`config.mk`:
```
export PLATFORM = sky130hd
export DESIGN_NAME = latch_exerciser_flat
export DESIGN_NICKNAME = d
export VERILOG_FILES = /design/src/rtl/latch_exerciser_if.sv /design/src/rtl/latch_exerciser.sv /design/src/flat_wrapper.sv
export SDC_FILE = /design/constraint.sdc
export NUM_CORES = 1
export LEC_CHECK = 0
export ABC_AREA = 1
export BUFFER_PORTS_ARGS = -buffer_cell sky130_fd_sc_hd__buf_2
export CAP_MARGIN = 10
export CORE_ASPECT_RATIO = 0.6
export CORE_UTILIZATION = 25
export DETAILED_ROUTE_END_ITERATION = 10
export GPL_TIMING_DRIVEN = 0
export SLEW_MARGIN = 10
export SYNTH_ARGS = -nofsm -noshare
export SYNTH_HDL_FRONTEND = slang
export SYNTH_SLANG_ARGS = --single-unit
```
`constraint.sdc`:
```
create_clock -name clk -period 4.47 [get_ports clk]
set_input_delay 0.2235 -clock clk [delete_from_list [all_inputs] [get_ports clk]]
set_output_delay 0.2235 -clock clk [all_outputs]
set_load 0.01 [all_outputs]
```
`src/rtl/latch_exerciser_if.sv`:
```
// Drive/observe bundle between the exerciser and a D latch with preset/clear.
// The exerciser owns d/en/prst/rst; the latch under test returns q/qb.
interface latch_exerciser_if;
   logic d;
   logic en;
   logic prst;
   logic rst;
   logic q;
   logic qb;

   modport master (
      output d,
      output en,
      output prst,
      output rst,
      input  q,
      input  qb
   );

   modport slave (
      input  d,
      input  en,
      input  prst,
      input  rst,
      output q,
      output qb
   );
endinterface

```
`src/rtl/latch_exerciser.sv`:
```
// Self-checking driver for a D latch with preset/clear: runs clear, preset,
// then write/hold for each of 8 pattern bits and reports pass/err_count/first_fail.
//
// state   | meaning
// --------+-----------------------------------------------------------
// S_IDLE  | all drives low, waiting for start
// S_CLR   | rst high for 2 cycles, check q=0/qb=1 at the end
// S_PRE   | prst high for 2 cycles, check q=1/qb=0 at the end
// S_SETUP | d = current bit, en low
// S_OPEN  | d = current bit, en high, check q follows d
// S_HOLD  | en low, d inverted, check q still holds the bit
// S_DONE  | one-cycle done pulse, pass valid
module latch_exerciser (
   input  logic                 clk,
   input  logic                 rst_n,
   input  logic                 start,
   input  logic [7:0]           pattern,
   latch_exerciser_if.master    lat,
   output logic                 busy,
   output logic                 done,
   output logic                 pass,
   output logic [3:0]           err_count,
   output logic [4:0]           first_fail
);

   typedef enum logic [2:0] {
      S_IDLE,
      S_CLR,
      S_PRE,
      S_SETUP,
      S_OPEN,
      S_HOLD,
      S_DONE
   } state_t;

   localparam logic [4:0] NO_FAIL = 5'h1F;

   state_t      state;
   state_t      state_nxt;
   logic        tmr;
   logic        tmr_nxt;
   logic [2:0]  bit_cnt;
   logic [2:0]  bit_cnt_nxt;
   logic [7:0]  sreg;
   logic [7:0]  sreg_nxt;
   logic [4:0]  chk_id;
   logic [4:0]  chk_id_nxt;

   logic        chk_en;
   logic        exp_q;
   logic        chk_fail;

   logic        d_nxt;
   logic        en_nxt;
   logic        prst_nxt;
   logic        rst_nxt;
   logic        busy_nxt;
   logic        done_nxt;
   logic        pass_nxt;
   logic [3:0]  err_nxt;
   logic [4:0]  first_nxt;

   always_ff @(posedge clk or negedge rst_n) begin
      if (!rst_n) begin
         state      <= S_IDLE;
         tmr        <= 1'b0;
         bit_cnt    <= 3'd0;
         sreg       <= 8'd0;
         chk_id     <= 5'd0;
         lat.d      <= 1'b0;
         lat.en     <= 1'b0;
         lat.prst   <= 1'b0;
         lat.rst    <= 1'b0;
         busy       <= 1'b0;
         done       <= 1'b0;
         pass       <= 1'b0;
         err_count  <= 4'd0;
         first_fail <= NO_FAIL;
      end else begin
         state      <= state_nxt;
         tmr        <= tmr_nxt;
         bit_cnt    <= bit_cnt_nxt;
         sreg       <= sreg_nxt;
         chk_id     <= chk_id_nxt;
         lat.d      <= d_nxt;
         lat.en     <= en_nxt;
         lat.prst   <= prst_nxt;
         lat.rst    <= rst_nxt;
         busy       <= busy_nxt;
         done       <= done_nxt;
         pass       <= pass_nxt;
         err_count  <= err_nxt;
         first_fail <= first_nxt;
      end
   end

   // Sequencing: 2-cycle phases use a down-counter, bits use a down-counter from 7.
   always_comb begin
      state_nxt   = state;
      tmr_nxt     = tmr;
      bit_cnt_nxt = bit_cnt;
      sreg_nxt    = sreg;
      chk_en      = 1'b0;
      exp_q       = 1'b0;

      case (state)
         S_IDLE: begin
            if (start) begin
               state_nxt   = S_CLR;
               tmr_nxt     = 1'b1;
               bit_cnt_nxt = 3'd7;
               sreg_nxt    = pattern;
            end
         end
         S_CLR: begin
            if (tmr == 1'b0) begin
               chk_en    = 1'b1;
               exp_q     = 1'b0;
               state_nxt = S_PRE;
               tmr_nxt   = 1'b1;
            end else begin
               tmr_nxt = tmr - 1'b1;
            end
         end
         S_PRE: begin
            if (tmr == 1'b0) begin
               chk_en    = 1'b1;
               exp_q     = 1'b1;
               state_nxt = S_SETUP;
            end else begin
               tmr_nxt = tmr - 1'b1;
            end
         end
         S_SETUP: begin
            state_nxt = S_OPEN;
         end
         S_OPEN: begin
            chk_en    = 1'b1;
            exp_q     = sreg[0];
            state_nxt = S_HOLD;
         end
         S_HOLD: begin
            chk_en   = 1'b1;
            exp_q    = sreg[0];
            sreg_nxt = {1'b0, sreg[7:1]};
            if (bit_cnt == 3'd0) begin
               state_nxt = S_DONE;
            end else begin
               bit_cnt_nxt = bit_cnt - 3'd1;
               state_nxt   = S_SETUP;
            end
         end
         S_DONE: begin
            state_nxt = S_IDLE;
         end
         default: begin
            state_nxt = S_IDLE;
         end
      endcase
   end

   // Outputs are registered, so they are decoded from the state being entered.
   always_comb begin
      d_nxt    = 1'b0;
      en_nxt   = 1'b0;
      prst_nxt = 1'b0;
      rst_nxt  = 1'b0;
      busy_nxt = 1'b1;
      done_nxt = 1'b0;

      case (state_nxt)
         S_IDLE: begin
            busy_nxt = 1'b0;
         end
         S_CLR: begin
            rst_nxt = 1'b1;
         end
         S_PRE: begin
            prst_nxt = 1'b1;
         end
         S_SETUP: begin
            d_nxt = sreg_nxt[0];
         end
         S_OPEN: begin
            d_nxt  = sreg_nxt[0];
            en_nxt = 1'b1;
         end
         S_HOLD: begin
            d_nxt = ~sreg_nxt[0];
         end
         S_DONE: begin
            busy_nxt = 1'b0;
            done_nxt = 1'b1;
         end
         default: begin
            busy_nxt = 1'b0;
         end
      endcase
   end

   assign chk_fail = chk_en && ((lat.q != exp_q) || (lat.qb != ~exp_q));

   always_comb begin
      err_nxt    = err_count;
      first_nxt  = first_fail;
      pass_nxt   = pass;
      chk_id_nxt = chk_id;

      if ((state == S_IDLE) && start) begin
         err_nxt    = 4'd0;
         first_nxt  = NO_FAIL;
         pass_nxt   = 1'b0;
         chk_id_nxt = 5'd0;
      end else if (chk_en) begin
         chk_id_nxt = chk_id + 5'd1;
         if (chk_fail) begin
            if (err_count != 4'hF) begin
               err_nxt = err_count + 4'd1;
            end
            if (first_fail == NO_FAIL) begin
               first_nxt = chk_id;
            end
         end
      end

      // Verdict includes the final HOLD check taken on the same edge.
      if (state_nxt == S_DONE) begin
         pass_nxt = (err_nxt == 4'd0);
      end
   end

endmodule

```
`src/flat_wrapper.sv`:
```
// flat-port wrapper written by rule: the top's interface ports become plain ports
module latch_exerciser_flat 
  (clk, rst_n, start, pattern, busy, done, pass, err_count, first_fail, lat_d, lat_en, lat_prst, lat_rst, lat_q, lat_qb);
  latch_exerciser_if lat_i ();
  input  logic clk;
  input  logic rst_n;
  input  logic start;
  input  logic [7:0] pattern;
  output logic busy;
  output logic done;
  output logic pass;
  output logic [3:0] err_count;
  output logic [4:0] first_fail;
  output wire logic [$bits(lat_i.d)-1:0] lat_d;
  output wire logic [$bits(lat_i.en)-1:0] lat_en;
  output wire logic [$bits(lat_i.prst)-1:0] lat_prst;
  output wire logic [$bits(lat_i.rst)-1:0] lat_rst;
  input wire logic [$bits(lat_i.q)-1:0] lat_q;
  input wire logic [$bits(lat_i.qb)-1:0] lat_qb;
  assign lat_d = lat_i.d;
  assign lat_en = lat_i.en;
  assign lat_prst = lat_i.prst;
  assign lat_rst = lat_i.rst;
  assign lat_i.q = lat_q;
  assign lat_i.qb = lat_qb;
  latch_exerciser u_core (.clk(clk), .rst_n(rst_n), .start(start), .pattern(pattern), .lat(lat_i), .busy(busy), .done(done), .pass(pass), .err_count(err_count), .first_fail(first_fail));
endmodule
```
==> results.txt <==
----------------------------------------------------
[Run status]
  Run status ... completed

[GRT]
  First-pass GRT wire length ... 6.534 mm
  Vias in the first global route ... 1307
  Initial antenna violation count ... 0
  Largest net degree at the start of global routing ... 37
  Total overflow reported by the global router ... 0
  Total global routing track utilization ... 11.53%

[Die]
  Vertical die dimension ... roughly 67 um
  Std cell rows ... 23
  Die Area ... between 7000 and 8000 um^2
  Count of pins on the block boundary ... 29
  Die outline width ... 110.7 um
  Core Area ... 6763 um^2
  Initial cell density of the core ... between 20% and 30%

[Power and ir drop]
  Clk network pwr share ... 22.0%
  Power per Cell Area ... 729.5 nW/um^2
  Overall power of the completed layout ... 0.001583 W
  Relative contribution of combinational cells to total power ... between 40% and 50%
  Net load switching power ... 0.0006401 W
  Internal portion of total power ... between 0.0009 and 0.001 W
  Portion of total power attributed to sequential cells ... a little over a third
  Worst vdd ir ... ~0.00026 V
  Static Leak ... 1.163 nW
  Switching power as a share of total power ... 40.44%

[Critical path]
  Top fanout value on the critical path ... 8
  Cell-by-cell listing of the critical path ... nor2_2 > nand3_1 > nand2_1 > inv_1 > nand2_1 > nand3_1 > o21ai_1 > o22ai_1
  Cell at the slowest stage of the critical path ... sky130_fd_sc_hd__dfrtp_1
  WP data required ... 4.62 ns
  Worst Setup Start Kind ... register
  Kind of capture point of the worst setup path ... register
  Critical path type ... reg2reg
  CP arrival ... 1.96 ns
  Crit-path max cell delay ... 0.43 ns

[Routing]
  DRC violation count after routing ... 0
  Post-detailed-route wirelength per cell ... 11.70 um
  Total detailed-routing wirelength ... 3.792 mm
  First-pass detailed-route iteration total ... 4
  Number of routed nets with antenna violations ... 0
  Ratio of routed vias to standard cells ... ~4.2
  Via count ... 1374
  DRC violation total after the first TritonRoute iteration ... 76

[Clock network]
  Deepest level of the CTS H-tree ... 2
  Post-cts sizing count ... 0
  CTS buffer count ... 5
  # clock sinks ... 36
  Clock-pin slew on the worst setup and hold paths ... 0.05 ns
  CTS Buffer Depth ... 2
  Clock tree from TritonCTS ... yes
  CTS Root Buffer Type ... sky130_fd_sc_hd__clkbuf_16
  Number of setup buffers added after CTS ... 0
  Clock latency reported for the late side of the worst-skew pair ... ~0.28 ns
  Count of hold buffers inserted by post-cts repair ... 0

[Logic synthesis]
  Async set-reset flop share out of synthesis ... 100.0%
  Count leader, synth ... sky130_fd_sc_hd__nand2_1
  Synthesized area per cell ... roughly 9 um^2
  Top post-synthesis cells by count ... sky130_fd_sc_hd__nand2_1, sky130_fd_sc_hd__inv_1, sky130_fd_sc_hd__dfrtp_1
  Leading post-synthesis cells by cell area ... sky130_fd_sc_hd__dfrtp_1, sky130_fd_sc_hd__nand2_1, sky130_fd_sc_hd__inv_1
  Yosys warning count ... 0
  Dominant cell type by area after synthesis ... sky130_fd_sc_hd__dfrtp_1
  Synth Register Bits ... 36
  Area share of the largest cell type after synthesis ... 43.79%
  Synth Net Count ... 218
  Register area share after synthesis ... 51.20%
  Post-synthesis cell type count ... 32
  Post-synth EDFFs ... 0
  Main flop type after synthesis ... sky130_fd_sc_hd__dfrtp_1
  Area of the mapped netlist ... 1772 um^2
  Gate count of the mapped netlist ... 201

[Timing]
  Hold Slack ... about 0.036 ns
  Worst-Margin Slew ... 0.8023 ns
  Hold Violations, Final ... 0
  Unrepaired setup endpoints after global routing ... no
  Worst clock skew ... roughly 0.0041 ns
  Final TNS setup ... 0 ns
  Timing-limited maximum frequency ... about 0.55 GHz
  Final min period ... 1.808 ns
  Final period utilization ... 40.44%
  Final max-slew violation count ... 0
  Max-slew headroom at the worst pin ... between 40 and 50%
  Setup-failing EPs final ... 0

[Cells and area]
  Final standard cell utilization of the core ... about a third
  Fraction of final layout cells with drive strength greater than 1 ... between 20% and 30%
  Final antenna diode count ... 0
  Post-layout net count ... 253
  Finished Cell Area ... 2170 um^2
  Layout filler cell count ... 713
  Signed area change from the synthesized netlist to the final layout ... 22.46%

[Placement]
  Post-place instance area ... 2021 um^2
  Hpwl dp ... between 2 and 3 mm
  Count of buffers inserted at the top-level ports ... 28
  Final estimated routing congestion in global placement ... 0.8088

[Job]
  Max-cap violations ... 0

[Hold path]
  Path category of the worst min-delay check ... in2async

----------------------------------------------------
-- critical path, delay by kind of cell (launching register included) --
kind | cells | cell delay, ns
simple gates | 5 | 0.95
buf+inv | 1 | 0.09
flops | 1 | 0.43
compound gates | 2 | 0.20
-- through the flow --
stage               instances  setup WS [ns]
floorplan                 201          2.968
global placement          316          2.719
detailed placement        316          2.663
CTS                       324          2.639
global route              324          2.473
finish                    324          2.662
-- worst paths after layout --
path                                 startpoint                    to  slack (ns)  depth (start not counted)
setup / recovery                u_core.state[1]          u_core.lat.d        2.66                          8
hold / removal                            rst_n          u_core.lat.d        0.04                          1
setup reg to reg                u_core.state[1]          u_core.lat.d        2.66                          8
hold reg to reg            u_core.first_fail[0]  u_core.first_fail[0]        0.47                          2
max in group asynchronous                 rst_n   u_core.err_count[1]        3.93                          1
min in group clk                     pattern[7]        u_core.sreg[7]        0.15                          3
-- metal layers --
| metal | GRT usage [%] | wire length [um] | up-vias |
|---|---|---|---|
| li1 | - | - | 731 |
| met1 | 17.43 | 2191 | 607 |
| met2 | 14.67 | 1371 | 29 |
| met3 | 3.950 | 185 | 7 |
| met4 | 4.000 | 44 | 0 |
| met5 | 0 | 0 | - |
-- cell families (layout without fill, tap and decap cells) --
| logic type | Yosys count | count (layout) | share of synthesized area [%] |
|---|---|---|---|
| DFF | 36 | 36 | 51.20 |
| xor gates and xnor gates | 2 | 2 | 0.9889 |
| buffers and inverters | 41 | 77 | 8.969 |
| and+or+nand+nor | 87 | 87 | 24.36 |
| adders and majority gates | 4 | 4 | 2.825 |
| AOI/OAI and AO/OA | 31 | 31 | 11.65 |
-- sequential cells by signal (all words and copies together), names as in the netlist --
name,flops
u_core.first_fail,5
u_core.tmr,1
u_core.sreg,8
u_core.lat.d,1
u_core.chk_id,5
u_core.lat.rst,1
u_core.busy,1
u_core.lat.prst,1
u_core.pass,1
u_core.lat.en,1
u_core.state,3
u_core.bit_cnt,3
u_core.err_count,4
u_core.done,1
-- layout make-up --
class                           count  area [um^2]  share of cell area [%]
Sequential cell                    36        907.1                   41.81
Buffer                              3        16.27                  0.7497
Clock buffer                        6        138.9                   6.401
Tap cell                           87        108.9                   5.017
Inverter                           38        142.6                   6.574
Timing Repair Buffer               28        140.1                   6.459
Clock inverter                      2        10.01                  0.4614
Multi-Input combinational cell    124        705.7                   32.53
-- power groups by stage --
stage / clock network [W] / logic (W) / registers [W]
after floorplan: 0 / 0.000474 / 0.000578
after global placement: 0 / 0.000661 / 0.000563
after detailed placement: 0 / 0.000677 / 0.000565
after CTS: 0.000358 / 0.000680 / 0.000560
after global routing: 0.000376 / 0.000776 / 0.000578
final: 0.000348 / 0.000674 / 0.000561
-- cells in the final DEF, fill, tap and decap left out, types with 2 or more instances in the layout --
master	instances
sky130_fd_sc_hd__a21o_1	4
sky130_fd_sc_hd__a21oi_1	8
sky130_fd_sc_hd__a22oi_1	2
sky130_fd_sc_hd__buf_2	29
sky130_fd_sc_hd__clkbuf_16	5
sky130_fd_sc_hd__clkinv_2	2
sky130_fd_sc_hd__dfrtp_1	31
sky130_fd_sc_hd__dfstp_2	5
sky130_fd_sc_hd__ha_1	4
sky130_fd_sc_hd__inv_1	36
sky130_fd_sc_hd__inv_2	2
sky130_fd_sc_hd__nand2_1	39
sky130_fd_sc_hd__nand2_2	5
sky130_fd_sc_hd__nand2_4	2
sky130_fd_sc_hd__nand3_1	13
sky130_fd_sc_hd__nand4_1	7
sky130_fd_sc_hd__nor2_1	10
sky130_fd_sc_hd__nor2_2	3
sky130_fd_sc_hd__nor3_1	4
sky130_fd_sc_hd__o211ai_1	2
sky130_fd_sc_hd__o21ai_0	5
sky130_fd_sc_hd__o221ai_1	5
sky130_fd_sc_hd__xor2_1	2
Power figures use the tool's default switching activity.
